[src/rtl/mul_div_pkg.sv]
// Shared definitions for the iterative multiply/divide unit: data width,
// operation encodings and FSM state encoding.
package mul_div_pkg;

  localparam int unsigned DATA_W = 32;

  typedef enum logic [1:0] {
    OP_MULT  = 2'b00,
    OP_MULTU = 2'b01,
    OP_DIV   = 2'b10,
    OP_DIVU  = 2'b11
  } op_e;

  typedef enum logic [1:0] {
    IDLE = 2'b00,
    BUSY = 2'b01,
    DONE = 2'b10
  } state_e;

  function automatic logic op_is_signed(input op_e o);
    return (o == OP_MULT) || (o == OP_DIV);
  endfunction

  function automatic logic op_is_div(input op_e o);
    return (o == OP_DIV) || (o == OP_DIVU);
  endfunction

endpackage

[src/rtl/mul_div_unit.sv]
// Radix-2 iterative multiply/divide unit (MULT/MULTU/DIV/DIVU), 32 iterations
// per operation, results held in hi/lo until the next completion.
module mul_div_unit
  import mul_div_pkg::*;
#(
  parameter int unsigned WIDTH = DATA_W
) (
  input  logic             clk,
  input  logic             resetN,
  input  logic             startValid,
  output logic             startReady,
  input  logic [1:0]       op,
  input  logic [WIDTH-1:0] operandA,
  input  logic [WIDTH-1:0] operandB,
  output logic             busy,
  output logic             doneValid,
  output logic [WIDTH-1:0] hi,
  output logic [WIDTH-1:0] lo,
  output logic             divByZero
);

  localparam int unsigned CNT_W = $clog2(WIDTH);

  state_e             state_q;
  logic [CNT_W-1:0]   cnt_q;
  logic               is_div_q;
  logic [WIDTH-1:0]   acc_q;
  logic [WIDTH-1:0]   work_q;
  logic [WIDTH-1:0]   opb_q;
  logic               neg_q_q;
  logic               neg_r_q;
  logic [WIDTH-1:0]   hi_q;
  logic [WIDTH-1:0]   lo_q;
  logic               done_q;
  logic               dbz_q;

  // Operand capture: magnitudes plus signs for the signed operations
  logic             signed_op;
  logic             sign_a;
  logic             sign_b;
  logic [WIDTH-1:0] abs_a;
  logic [WIDTH-1:0] abs_b;

  always_comb begin
    signed_op = op_is_signed(op_e'(op));
    sign_a    = signed_op & operandA[WIDTH-1];
    sign_b    = signed_op & operandB[WIDTH-1];
    abs_a     = sign_a ? -operandA : operandA;
    abs_b     = sign_b ? -operandB : operandB;
  end

  // One iteration. acc_q/work_q are shared: product high/low for multiply,
  // partial remainder and dividend-in/quotient-out for divide.
  logic [WIDTH:0]   madd;
  logic [WIDTH:0]   rsh;
  logic [WIDTH:0]   diff;
  logic             ge;
  logic [WIDTH-1:0] acc_n;
  logic [WIDTH-1:0] work_n;

  always_comb begin
    madd = {1'b0, acc_q} + (work_q[0] ? {1'b0, opb_q} : '0);
    rsh  = {acc_q, work_q[WIDTH-1]};
    ge   = (rsh >= {1'b0, opb_q});
    diff = rsh - {1'b0, opb_q};
    if (is_div_q) begin
      acc_n  = WIDTH'(ge ? diff : rsh);
      work_n = {work_q[WIDTH-2:0], ge};
    end else begin
      acc_n  = madd[WIDTH:1];
      work_n = {madd[0], work_q[WIDTH-1:1]};
    end
  end

  // Sign correction applied to the final iteration's outputs
  logic [2*WIDTH-1:0] prod;
  logic [2*WIDTH-1:0] prod_fix;
  logic [WIDTH-1:0]   quo_fix;
  logic [WIDTH-1:0]   rem_fix;
  logic [WIDTH-1:0]   hi_d;
  logic [WIDTH-1:0]   lo_d;
  logic               dbz_d;

  always_comb begin
    prod     = {acc_n, work_n};
    prod_fix = neg_q_q ? -prod : prod;
    quo_fix  = neg_q_q ? -work_n : work_n;
    rem_fix  = neg_r_q ? -acc_n : acc_n;
    if (is_div_q) begin
      // A zero divisor leaves |A| in the remainder; re-signing it restores A.
      dbz_d = (opb_q == '0);
      lo_d  = dbz_d ? '1 : quo_fix;
      hi_d  = rem_fix;
    end else begin
      dbz_d = 1'b0;
      lo_d  = prod_fix[WIDTH-1:0];
      hi_d  = prod_fix[2*WIDTH-1:WIDTH];
    end
  end

  always_ff @(posedge clk or negedge resetN) begin
    if (!resetN) begin
      state_q  <= IDLE;
      cnt_q    <= '0;
      is_div_q <= 1'b0;
      acc_q    <= '0;
      work_q   <= '0;
      opb_q    <= '0;
      neg_q_q  <= 1'b0;
      neg_r_q  <= 1'b0;
      hi_q     <= '0;
      lo_q     <= '0;
      done_q   <= 1'b0;
      dbz_q    <= 1'b0;
    end else begin
      done_q <= 1'b0;
      case (state_q)
        IDLE: begin
          if (startValid) begin
            is_div_q <= op_is_div(op_e'(op));
            acc_q    <= '0;
            work_q   <= abs_a;
            opb_q    <= abs_b;
            neg_q_q  <= sign_a ^ sign_b;
            neg_r_q  <= sign_a;
            cnt_q    <= CNT_W'(WIDTH - 1);
            state_q  <= BUSY;
          end
        end
        BUSY: begin
          acc_q  <= acc_n;
          work_q <= work_n;
          if (cnt_q == '0) begin
            hi_q    <= hi_d;
            lo_q    <= lo_d;
            dbz_q   <= dbz_d;
            done_q  <= 1'b1;
            state_q <= DONE;
          end else begin
            cnt_q <= cnt_q - CNT_W'(1);
          end
        end
        DONE:    state_q <= IDLE;
        default: state_q <= IDLE;
      endcase
    end
  end

  assign startReady = (state_q == IDLE);
  assign busy       = (state_q == BUSY);
  assign doneValid  = done_q;
  assign hi         = hi_q;
  assign lo         = lo_q;
  assign divByZero  = dbz_q;

endmodule
[config.mk]
export PLATFORM = sky130hd
export DESIGN_NAME = mul_div_unit
export DESIGN_NICKNAME = d
export VERILOG_FILES = /design/src/rtl/mul_div_pkg.sv /design/src/rtl/mul_div_unit.sv
export SDC_FILE = /design/constraint.sdc
export NUM_CORES = 1
export LEC_CHECK = 0
export ABC_AREA = 1
export CORE_MARGIN = 1.5
export CORE_UTILIZATION = 45
export CTS_BUF_LIST = sky130_fd_sc_hd__clkbuf_2
export DETAILED_ROUTE_END_ITERATION = 10
export HOLD_SLACK_MARGIN = 0.06
export PLACE_DENSITY_LB_ADDON = 0.15
export SYNTH_ARGS = -nofsm -noshare
export SYNTH_HDL_FRONTEND = slang
export SYNTH_SLANG_ARGS = --single-unit
export TNS_END_PERCENT = 50
[constraint.sdc]
create_clock -name clk -period 4.5 [get_ports clk]
set_input_delay 0.9 -clock clk [delete_from_list [all_inputs] [get_ports clk]]
set_output_delay 0.9 -clock clk [all_outputs]
set_load 0.1 [all_outputs]
==> reports/qor.yml <==
outcome: "finished with violations"
violations: "DRC"
required_ns: 5.25
synthArstFlopShare: 1.00
drive_above_1_share: 0.0807
detail_route.wl_per_cell_um: 20.1
area_growth_pct: 15.3
die-width_um: 193
cp_max_fo: 18
cpMostUsedCell: "nand2_1"
worst_pin_slew_ns: 1.07
grt_max_degree: 81
clk_pin_slew_ns: 0.30
ys_top_cells_by_count: "nand2_1, inv_1, nor2_1, nand3_1, dfrtp_1"
ios: 137
core_area_sq_mm: 0.0356
multi_input_area_sq_mm: 0.0103
initial_core_util: 0.458
fin_nets: 2894
cp_slowest_cell: "dfrtp_1"
std_cell_rows: 69
n_fill_cell: 3745
num_vias: 18000
fp.dieH_um: 193
track_usage: 0.345
period_share: 0.949
synth.most_common_cell: "nand2_1"
critPathLaunchType: "flip-flop"
htree_levels: 4
clockRootBuffer: "clkbuf_2"
port_buffers: 136
period_needed_ns: 4.27
cts_buffers: 17
path_cells: "ha_1, buf_4, nand2_1, nor2_1, inv_1, nor3_2, nand2_8, buf_4, nand2_4, nand2_1, nand3_2, nand2_1, inv_2, ha_1, nand2_1, a21oi_1, and3_1, o21ai_0, nand2_1, xor2_1, o21ai_1"
clock-sinks: 172
place.gp.congestion: 1.07
syn-num-nets: 2745
relSlewSlack: 0.287
highest_layer: "met4"
ant_nets: 0
hpwl_um: 52000
syn_area_per_cell_sq_um: 6.25
synth-seq-cells: 172
clock_latency_ns: 0.90
drt_iter0_drc: 1602
worstPathArrival_ns: 5.02
wl_met1_um: 27700
cp_slowest_stage_delay_ns: 0.54
cts_buffer_depth: 2
synth_edf_count: 0
yosys.cell_types.count: 52
antenna_found_initial: 1
crit_type: "flip-flop to flip-flop"
register_area_sq_mm: 0.00431
hold_viol: 0
synth.area.top_cells: "dfrtp_1, nand2_1, inv_1"
design_area_sq_mm: 0.0188
grt_pass1_vias: 17200
skew_ns: 0.0374
synthCells: 2604
ys_warn_count: 0
critPathBufInv: 4
grt_first_pass_wirelength_um: 99800
synth_top_area_frac: 0.264
critical_path.top_delay_family: "simple AND/OR/NAND/NOR gates"
end_kind: "flip-flop"
firstDrtPassIters: 9
met2WireLength_um: 30000
yosys.area.top_type: "dfrtp_1"
routed_wl_um: 64900
timing.fmax_mhz: 234
viasPerCell: 5.58
pre_cts_ws_ns: 0.184
dr_wl_met3_um: 4140
placed_area_sq_mm: 0.0183
ys_seq_area_frac: 0.264
tritoncts: "built"
yosys_most_used_dff: "dfrtp_1"
fin_hold_ws_ns: 0.522
cap_violations: 0
dieArea_sq_mm: 0.0373
finalSetupViolCount: 0
setup_ws_ns: 0.230
worstHoldPathType: "flip-flop to flip-flop"
syn_area_sq_mm: 0.0163
drc: 1
drv_slew: 0
overflow: 0
## per-layer routing
layer | track usage | up-vias
met5 | 0 | -
met4 | 0.154 | 0
met3 | 0.0432 | 134
met2 | 0.570 | 708
met1 | 0.452 | 8443
li1 | - | 8707
## layout make-up
class                   count  share of cell area
multi-input cells        1958               0.547
flip-flops and latches    172               0.230
repair buffers            207               0.102
inverters                 397              0.0794
well taps                 461              0.0307
clock inverters            13             0.00660
clock buffers              18             0.00480
diodes                      1            0.000133
## cell usage in the layout, fill, tap and decap left out, types with 6 or more instances in the layout
master / instances
nand2_1: 770
inv_1: 384
nor2_1: 240
nand3_1: 172
dfrtp_1: 167
o21ai_0: 162
clkdlybuf4s50_1: 134
a21oi_1: 104
buf_4: 70
xor2_1: 62
ha_1: 59
nor3_1: 48
o22ai_1: 34
o221ai_1: 31
nand4_1: 29
xnor2_1: 27
nand2_2: 23
nor2_2: 18
clkbuf_2: 18
o21ai_1: 16
nand3b_1: 16
nor4_1: 15
nand3_2: 13
or2_2: 12
o21a_1: 12
a2bb2oi_1: 12
a21oi_2: 11
o211ai_1: 9
inv_2: 8
nor2_4: 7
clkinv_1: 6
ha_2: 6
## through the flow
step                TNS (ns)   util  cells
finish                     0  0.528   3227
global route        -0.00304  0.528   3227
CTS                        0  0.519   3206
detailed placement         0  0.513   3174
global placement           0  0.513   3174
floorplan                  0      -   2604
## timing repair
item | CTS | global route
resized for setup | 0 | 29
endpoints found under the setup margin | 0 | 14
setup buffers | 0 | 20
endpoints found under the hold margin | 2 | 0
hold buffers | 1 | 0
## worst paths after layout
kind | start | endpoint | slack [ns] | cells after the start
setup / recovery | acc_q[16] | hi[10] | 0.23 | 21
hold / removal | hi[6] | hi[6] | 0.52 | 2
setup reg to reg | acc_q[16] | hi[10] | 0.23 | 21
hold reg to reg | hi[6] | hi[6] | 0.52 | 2
max in group asynchronous | resetN | hi[11] | 2.86 | 3
min in group asynchronous | resetN | acc_q[17] | 0.53 | 2
## cell families after synthesis
family	share of synthesized area
xor gates and xnor gates	0.0479
adders and majority gates	0.0562
and+or+nand+nor	0.363
buffers and inverters	0.114
DFF	0.264
AOI/OAI and AO/OA	0.154
## sequential cells by signal, summed over array words and instances (netlist names), 2 cells and up
register	cells
work_q	32
lo	32
state_q	2
opb_q	32
hi	32
acc_q	32
cnt_q	5
## worst reg2reg max path, cell delays in order, from the launching register on
cell	delay [ns]
dfrtp_1	0.54
ha_1	0.33
buf_4	0.13
nand2_1	0.09
nor2_1	0.19
inv_1	0.12
nor3_2	0.44
nand2_8	0.12
buf_4	0.16
nand2_4	0.21
nand2_1	0.10
nand3_2	0.15
nand2_1	0.08
inv_2	0.15
ha_1	0.25
nand2_1	0.08
a21oi_1	0.11
and3_1	0.26
o21ai_0	0.20
nand2_1	0.16
xor2_1	0.17
o21ai_1	0.08
Power is not shown: default switching activity piles up to over one toggle a cycle in this logic, so the estimate is an artifact.
